===== src/rtl/mcsr_unit.sv =====
// Machine-mode CSR file: mstatus/mie/mip/trap CSRs, read-only ID registers,
// and cycle/instret/hpm counters with inhibit control.
module mcsr_unit #(
   parameter int unsigned NUM_HPM     = 4,
   parameter int unsigned COUNTER_W   = 64,
   parameter logic [31:0] MTVEC_RESET = 32'h0000_0000
) (
   input  logic                                     clk,
   input  logic                                     reset,
   input  logic [11:0]                              csr_addr_i,
   input  logic [1:0]                               csr_op_i,
   input  logic [31:0]                              csr_wdata_i,
   output logic [31:0]                              csr_rdata_o,
   output logic                                     csr_illegal_o,
   input  logic [31:0]                              mhartid_i,
   input  logic                                     irq_ext_i,
   input  logic                                     irq_timer_i,
   input  logic                                     irq_sw_i,
   input  logic                                     trap_i,
   input  logic [31:0]                              trap_pc_i,
   input  logic [31:0]                              trap_cause_i,
   input  logic [31:0]                              trap_val_i,
   input  logic                                     mret_i,
   input  logic                                     instret_i,
   input  logic [((NUM_HPM > 0) ? NUM_HPM : 1)-1:0] hpm_event_i,
   output logic                                     irq_pending_o,
   output logic [31:0]                              mtvec_o,
   output logic [31:0]                              mepc_o
);

   localparam int unsigned HPM_N     = (NUM_HPM > 0) ? NUM_HPM : 1;
   localparam logic [1:0]  OP_NONE   = 2'b00;
   localparam logic [1:0]  OP_RW     = 2'b01;
   localparam logic [1:0]  OP_RS     = 2'b10;
   localparam logic [31:0] IRQ_MASK  = 32'h0000_0888;
   localparam logic [31:0] MISA_VAL  = 32'h4010_0104;
   localparam logic [31:0] CINH_MASK = 32'((64'd1 << (NUM_HPM + 3)) - 64'd8) | 32'h0000_0005;

   logic                 r_st_mie, r_st_mpie;
   logic [31:0]          r_mie, r_mip, r_mtvec, r_mscratch, r_mepc, r_mcause, r_mtval, r_mcinh;
   logic [COUNTER_W-1:0] r_mcycle, r_minstret;
   logic [COUNTER_W-1:0] r_hpm [HPM_N];

   logic        w_impl, w_cnt_acc, w_cnt_hi, w_we, w_cwe;
   logic [4:0]  w_idx;
   logic [31:0] w_rd, w_wv;
   logic [63:0] w_cnt;

   // Replace one 32-bit half of a counter, keeping the other half.
   function automatic logic [COUNTER_W-1:0] f_set_half(input logic [COUNTER_W-1:0] c,
                                                      input logic hi, input logic [31:0] v);
      logic [63:0] t;
      t = 64'(c);
      if (hi) t[63:32] = v;
      else    t[31:0]  = v;
      return t[COUNTER_W-1:0];
   endfunction

   // Address decode and pre-write read value
   always_comb begin
      w_impl    = 1'b1;
      w_rd      = '0;
      w_cnt_acc = 1'b0;
      w_cnt_hi  = csr_addr_i[7];
      w_idx     = csr_addr_i[4:0];
      w_cnt     = '0;
      if (w_idx == 5'd0)      w_cnt = 64'(r_mcycle);
      else if (w_idx == 5'd2) w_cnt = 64'(r_minstret);
      for (int k = 0; k < NUM_HPM; k++)
         if (w_idx == 5'(k + 3)) w_cnt = 64'(r_hpm[k]);
      case (csr_addr_i)
         12'h300: w_rd = {19'd0, 2'b11, 3'd0, r_st_mpie, 3'd0, r_st_mie, 3'd0};
         12'h301: w_rd = MISA_VAL;
         12'h304: w_rd = r_mie;
         12'h305: w_rd = r_mtvec;
         12'h320: w_rd = r_mcinh;
         12'h340: w_rd = r_mscratch;
         12'h341: w_rd = r_mepc;
         12'h342: w_rd = r_mcause;
         12'h343: w_rd = r_mtval;
         12'h344: w_rd = r_mip;
         12'hF11, 12'hF12, 12'hF13: w_rd = '0;
         12'hF14: w_rd = mhartid_i;
         default: begin
            if (csr_addr_i[11:8] == 4'hB && csr_addr_i[6:5] == 2'b00) begin
               w_cnt_acc = 1'b1;
               if (w_idx == 5'd1 || (w_cnt_hi && COUNTER_W == 32)) w_impl = 1'b0;
               else w_rd = w_cnt_hi ? w_cnt[63:32] : w_cnt[31:0];
            end else begin
               w_impl = 1'b0;
            end
         end
      endcase

      csr_illegal_o = (csr_op_i != OP_NONE) &&
                      (!w_impl || (csr_addr_i[11:10] == 2'b11 &&
                                   (csr_op_i == OP_RW || csr_wdata_i != '0)));
      csr_rdata_o = csr_illegal_o ? 32'd0 : w_rd;

      case (csr_op_i)
         OP_RW:   w_wv = csr_wdata_i;
         OP_RS:   w_wv = w_rd | csr_wdata_i;
         2'b11:   w_wv = w_rd & ~csr_wdata_i;
         default: w_wv = w_rd;
      endcase
      w_we  = (csr_op_i != OP_NONE) && !csr_illegal_o;
      w_cwe = w_we && w_cnt_acc;
   end

   // Status/trap CSRs: trap beats mret beats software write
   always_ff @(posedge clk or negedge reset) begin
      if (!reset) begin
         r_st_mie   <= 1'b0;
         r_st_mpie  <= 1'b0;
         r_mie      <= '0;
         r_mip      <= '0;
         r_mtvec    <= MTVEC_RESET;
         r_mscratch <= '0;
         r_mepc     <= '0;
         r_mcause   <= '0;
         r_mtval    <= '0;
         r_mcinh    <= '0;
      end else begin
         r_mip <= {20'd0, irq_ext_i, 3'd0, irq_timer_i, 3'd0, irq_sw_i, 3'd0};
         if (trap_i) begin
            r_st_mpie <= r_st_mie;
            r_st_mie  <= 1'b0;
            r_mepc    <= trap_pc_i & ~32'h1;
            r_mcause  <= trap_cause_i;
            r_mtval   <= trap_val_i;
         end else if (mret_i) begin
            r_st_mie  <= r_st_mpie;
            r_st_mpie <= 1'b1;
         end else if (w_we && csr_addr_i == 12'h300) begin
            r_st_mie  <= w_wv[3];
            r_st_mpie <= w_wv[7];
         end
         if (!trap_i && w_we) begin
            if (csr_addr_i == 12'h341) r_mepc   <= w_wv & ~32'h1;
            if (csr_addr_i == 12'h342) r_mcause <= w_wv;
            if (csr_addr_i == 12'h343) r_mtval  <= w_wv;
         end
         if (w_we) begin
            if (csr_addr_i == 12'h304) r_mie      <= w_wv & IRQ_MASK;
            if (csr_addr_i == 12'h305) r_mtvec    <= w_wv[1] ? {w_wv[31:2], 2'b00} : w_wv;
            if (csr_addr_i == 12'h320) r_mcinh    <= w_wv & CINH_MASK;
            if (csr_addr_i == 12'h340) r_mscratch <= w_wv;
         end
      end
   end

   // Counters: a write to either half replaces it and skips that cycle's increment
   always_ff @(posedge clk or negedge reset) begin
      if (!reset) begin
         r_mcycle   <= '0;
         r_minstret <= '0;
         for (int k = 0; k < HPM_N; k++) r_hpm[k] <= '0;
      end else begin
         if (w_cwe && w_idx == 5'd0)  r_mcycle <= f_set_half(r_mcycle, w_cnt_hi, w_wv);
         else if (!r_mcinh[0])        r_mcycle <= r_mcycle + COUNTER_W'(1);
         if (w_cwe && w_idx == 5'd2)  r_minstret <= f_set_half(r_minstret, w_cnt_hi, w_wv);
         else if (!r_mcinh[2])        r_minstret <= r_minstret + COUNTER_W'(instret_i);
         for (int k = 0; k < NUM_HPM; k++) begin
            if (w_cwe && w_idx == 5'(k + 3)) r_hpm[k] <= f_set_half(r_hpm[k], w_cnt_hi, w_wv);
            else if (!r_mcinh[k + 3])        r_hpm[k] <= r_hpm[k] + COUNTER_W'(hpm_event_i[k]);
         end
      end
   end

   assign irq_pending_o = r_st_mie & |(r_mip & r_mie);
   assign mtvec_o       = r_mtvec;
   assign mepc_o        = r_mepc;

endmodule


===== config.mk =====
export PLATFORM = sky130hd
export DESIGN_NAME = mcsr_unit
export DESIGN_NICKNAME = d
export VERILOG_FILES = /design/src/rtl/mcsr_unit.sv
export SDC_FILE = /design/constraint.sdc
export NUM_CORES = 2
export LEC_CHECK = 0
export ABC_AREA = 1
export BUFFER_PORTS_ARGS = -buffer_cell sky130_fd_sc_hd__buf_2
export CAP_MARGIN = 25
export CORE_MARGIN = 2
export CORE_UTILIZATION = 55
export CTS_CLUSTER_DIAMETER = 30
export DETAILED_ROUTE_END_ITERATION = 7
export PLACE_DENSITY = 0.81
export SLEW_MARGIN = 15
export SYNTH_ARGS = -nofsm -noshare
export SYNTH_HDL_FRONTEND = slang
export SYNTH_SLANG_ARGS = --single-unit

===== constraint.sdc =====
create_clock -name clk -period 2.3 [get_ports clk]
set_input_delay 0.23 -clock clk [delete_from_list [all_inputs] [get_ports clk]]
set_output_delay 0.23 -clock clk [all_outputs]
set_load 0.02 [all_outputs]

==> results.sh, run 1 <==
export IMPL_async_reset_ff_share_pct=100
export IMPL_port_buffers=281
export IMPL_syn_avg_cell_area_um2=6.12
export IMPL_grt_pass1_vias=70177
export IMPL_cts_buffers_inserted=150
export IMPL_cts_htree_levels=4
export IMPL_yosysWarnings=0
export IMPL_lastStage="global routing (5_1_grt)"
export IMPL_die_h_um=287
export IMPL_error_line="[ERROR GRT-0116] Global routing finished with congestion. Check the congestion regions in the DRC Viewer."
export IMPL_num_rows=103
export IMPL_io_pins=284
export IMPL_cts_root_buf="clkbuf_16"
export IMPL_start_util_pct=55.7
export IMPL_postSynthCellCount=7216
export IMPL_synth_seq_cells=557
export IMPL_hpwl_um=189000
export IMPL_cts_max_path_buffers=3
export IMPL_outcome="stopped before the end"
export IMPL_grt_max_degree=78
export IMPL_synth_yosys_seq_area_share_pct=31.6
export IMPL_synth_edf_count=0
export IMPL_synth_main_ff_cell="dfrtp_1"
export IMPL_die_w_um=287
export IMPL_gp_congestion=1.21
export IMPL_clkSinkCount=557
export IMPL_synthDistinctLibCells=40
export IMPL_syn_area_mm2=0.0441
export IMPL_overflow=4385
export IMPL_grt_pass1_wl_um=519000
export IMPL_syn_num_nets=7413
export IMPL_grt_usage_pct=87.5
cell usage after synthesis (5+ instances only):
cell type	instances	share of area, %
a21oi_1	17	0.19
buf_1	37	0.31
buf_2	99	1.1
buf_4	25	0.43
clkbuf_1	178	1.5
clkinv_1	5	0.043
dfrtp_1	557	32
ha_1	11	0.31
inv_1	514	4.4
inv_2	7	0.060
mux2i_1	79	1.8
nand2_1	3069	26
nand2_2	9	0.13
nand3_1	763	8.6
nand3b_1	28	0.48
nand4_1	191	2.7
nor2_1	719	6.1
nor2_2	6	0.085
nor2_4	9	0.23
nor3_1	210	2.4
nor4_1	8	0.11
o211ai_1	11	0.19
o21ai_0	183	2.1
o21ai_1	36	0.41
o21bai_1	63	1.1
xnor2_1	93	1.8
xor2_1	268	5.3
layer usage:
metal / GRT usage [%] / overflow
met4: 68.9 / 399
met5: 63.3 / 114
met2: 98.1 / 1578
met3: 81.4 / 986
met1: 91.9 / 1308
timing repair:
item                                    4_1_cts
endpoints found under the hold margin       662
setup buffers                               127
gates cloned                                 11
pin swaps                                   266
hold buffers                                107
endpoints found under the setup margin      235
resized for setup                           727
logic make-up after synthesis:
family	Yosys count	share of synthesized area [%]
buffers and inverters	866	7.87
other	1	0.00849
xor gates and xnor gates	361	7.16
DFF	557	31.6
and+or+nand+nor	5029	47.3
muxes	79	1.79
AOI/OAI and AO/OA	312	3.96
adders and majority gates	11	0.312
stage by stage:
stage | instance area (µm²) | util (%) | setup TNS, ps | instances | setup WS (ps)
after CTS | 63200 | 79.8 | -6180 | 9571 | -278
after detailed placement | 53700 | 67.7 | -365880 | 9106 | -911
after global placement | 53700 | 67.7 | -337830 | 9106 | -874
after floorplan | 44200 | - | 0 | 7216 | 23.4
==> run 2, diff against run 1 <==
CORE_UTILIZATION = 40   (was 55)
CTS_CLUSTER_DIAMETER = default   (was 30)
PLACE_DENSITY = default   (was 0.81)
PLACE_DENSITY_LB_ADDON = 0.15   (was default)
clock period = 3 ns   (was 2.3 ns; I/O delays follow)
==> results.sh, run 2 <==
export IMPL_fin_area_mm2=0.0546
export IMPL_vdd_ir_drop_max_mv=0.348
export IMPL_first_pass_iters=8
export IMPL_port_buffers=281
export IMPL_path_cells="nand4_1 > nand3_1 > nor2_1 > nand4_1 > nand3_2 > nand2_1 > buf_4 > nand2_1 > inv_1 > buf_2"
export IMPL_relSlewSlack_pct=38.7
export IMPL_path_class="reg -> out"
export IMPL_num_rows=121
export IMPL_synth_common_cells="3069 x nand2_1, 763 x nand3_1, 719 x nor2_1, 557 x dfrtp_1, 514 x inv_1"
export IMPL_start_util_pct=40.4
export IMPL_min_period_ps=3070
export IMPL_r2r_start="r_hpm[205]"
export IMPL_power_leakage_nw=26.7
export IMPL_synth_yosys_seq_area_share_pct=31.6
export IMPL_cp_slowest_cell="dfrtp_1"
export IMPL_vias=53560
export IMPL_cts_root_buf="clkbuf_16"
export IMPL_grt_pass1_wl_um=358000
export IMPL_clock_skew_ps=25.0
export IMPL_crit_required_ps=2700
export IMPL_outcome="complete, but fails checks"
export IMPL_max_cap_violations=0
export IMPL_syn_num_nets=7413
export IMPL_postSynthCellCount=7216
export IMPL_area_growth_pct=23.7
export IMPL_top_register="r_hpm"
export IMPL_syn_avg_cell_area_um2=6.12
export IMPL_reg_largest_list="r_hpm x256, r_mcycle x64, r_minstret x64"
export IMPL_max_stage_delay_ps=490
export IMPL_yosysWarnings=0
export IMPL_cp_arrival_ps=2770
export IMPL_final_cell_mix="3056 x nand2_1, 752 x nand3_1, 652 x nor2_1"
export IMPL_cts_tree="done"
export IMPL_synth_top_area_cell="dfrtp_1"
export IMPL_grt_max_degree=105
export IMPL_first_iter_violations=7234
export IMPL_synth_seq_cells=557
export IMPL_cts_htree_levels=3
export IMPL_fin_ws_ps=-72.5
export IMPL_post_route_util_pct=50.0
export IMPL_cp_start_kind="flop"
export IMPL_grt_usage_pct=44.1
export IMPL_p_total_mw=18.7
export IMPL_grt_setup_unrepaired="true"
export IMPL_end_kind="output port"
export IMPL_die_area_mm2=0.113
export IMPL_drive_gt1_share_pct=12.9
export IMPL_wl_um=255000
export IMPL_final_common_cell="nand2_1"
export IMPL_violations="negative setup slack"
export IMPL_gp_congestion=1.09
export IMPL_drtAntennaViolNets=0
export IMPL_synth_main_ff_cell="dfrtp_1"
export IMPL_viasPerCell=5.74
export IMPL_fmax_ghz=0.325
export IMPL_p_per_area_mw_per_mm2=343
export IMPL_fp_coreArea_mm2=0.109
export IMPL_fillCellCount=11408
export IMPL_final_setup_tns_ps=-138
export IMPL_overflow=0
export IMPL_wire_per_inst_um=27.3
export IMPL_drv_slew=0
export IMPL_grt_pass1_vias=49324
export IMPL_synth_edf_count=0
export IMPL_place_area_mm2=0.0510
export IMPL_hold_violations=0
export IMPL_antenna_found_initial=17
export IMPL_nNetsFinal=7990
export IMPL_period_share_pct=102
export IMPL_cts_buffers_inserted=74
export IMPL_io_pins=284
export IMPL_setup_violations=4
export IMPL_yosys_cell_count_top_type="nand2_1"
export IMPL_hpwl_um=198000
export IMPL_synthDistinctLibCells=40
export IMPL_syn_area_mm2=0.0441
export IMPL_tightest_slew_ps=919
export IMPL_die_h_um=336
export IMPL_clkTransAtPathRegs_ps=60
export IMPL_die_w_um=336
export IMPL_insertion_delay_ps=670
export IMPL_drcViolationCount=0
export IMPL_cts_max_path_buffers=3
export IMPL_async_reset_ff_share_pct=100
export IMPL_largest_reg_flops=256
export IMPL_hold_start="trap_cause_i[6]"
export IMPL_crit_path_start="r_hpm[219]"
export IMPL_rrSetupSlack_ps=400
export IMPL_synth_area_top_cells="dfrtp_1 32%, nand2_1 26%, nand3_1 8.6%"
export IMPL_hp_class="in -> reg"
export IMPL_synth_top_cell_area_share_pct=31.6
export IMPL_clkSinkCount=557
export IMPL_crit_fanout=4
run 2: path summary, 6_finish.rpt:
path | end | cells past startpoint
hold reg to reg | r_mscratch[17] | 2
hold / removal | r_mcause[6] | 5
setup / recovery | csr_rdata_o[27] | 10
max in group asynchronous | r_hpm[42] | 4
setup reg to reg | r_minstret[45] | 14
min in group asynchronous | mtvec_o[19] | 2
run 2: area by class of cell:
cell class / count / area, µm² / share of cell area [%]
diodes: 13 / 32.5 / 0.0596
clock buffers: 105 / 2100 / 3.85
clock inverters: 27 / 288 / 0.527
inverters: 526 / 1980 / 3.63
multi-input cells: 5793 / 27100 / 49.6
flip-flops and latches: 557 / 13900 / 25.5
well taps: 1476 / 1850 / 3.38
repair buffers: 841 / 7310 / 13.4
run 2: cell families after synthesis:
group	share of synthesized area [%]
AO/OA/AOI/OAI	3.96
other	0.00849
adder cells (fa/ha/maj)	0.312
XOR/XNOR	7.16
buffers and inverters	7.87
AND/OR/NAND/NOR	47.3
flip-flops	31.6
multiplexers	1.79
run 2: stage by stage:
| stage | cells | setup WS, ps | hold WS (ps) |
|---|---|---|---|
| after floorplan | 7216 | 700 | 4.41 |
| after global placement | 9104 | -327 | 362 |
| after detailed placement | 9104 | -275 | 355 |
| after CTS | 9324 | 4.55 | 1.08 |
| after global routing | 9329 | -15.6 | 13.9 |
| final | 9338 | -72.5 | 33.3 |
run 2: layer usage:
metal | part of all wire, % | vias up | global-route usage, %
met5 | 0.038 | - | 0
met4 | 7.2 | 14 | 26.6
met3 | 13 | 706 | 12.8
met2 | 40 | 3599 | 61.9
met1 | 40 | 25182 | 59.4
li1 | - | 24059 | -
run 2: power breakdown:
part           total (mW)  switching [mW]  internal [mW]
logic                1.90            1.24          0.657
registers            7.75           0.106           7.65
clock network        9.06            3.82           5.24
run 2: worst max-delay path: cells and delay by family, from the launching register on:
kind | cells | cell delay, ps
buffers and inverters | 3 | 360
AND/OR/NAND/NOR | 7 | 1250
flip-flops | 1 | 490
run 2: repair_timing:
action / CTS / global route
pin swaps: 0 / 0
setup buffers: 0 / 1
gates resized for setup: 67 / 51
hold buffers: 88 / 0
endpoints found under the setup margin: 29 / 31
hold endpoints to repair: 138 / 0
Note: power is estimated with default switching activity, not from simulation.
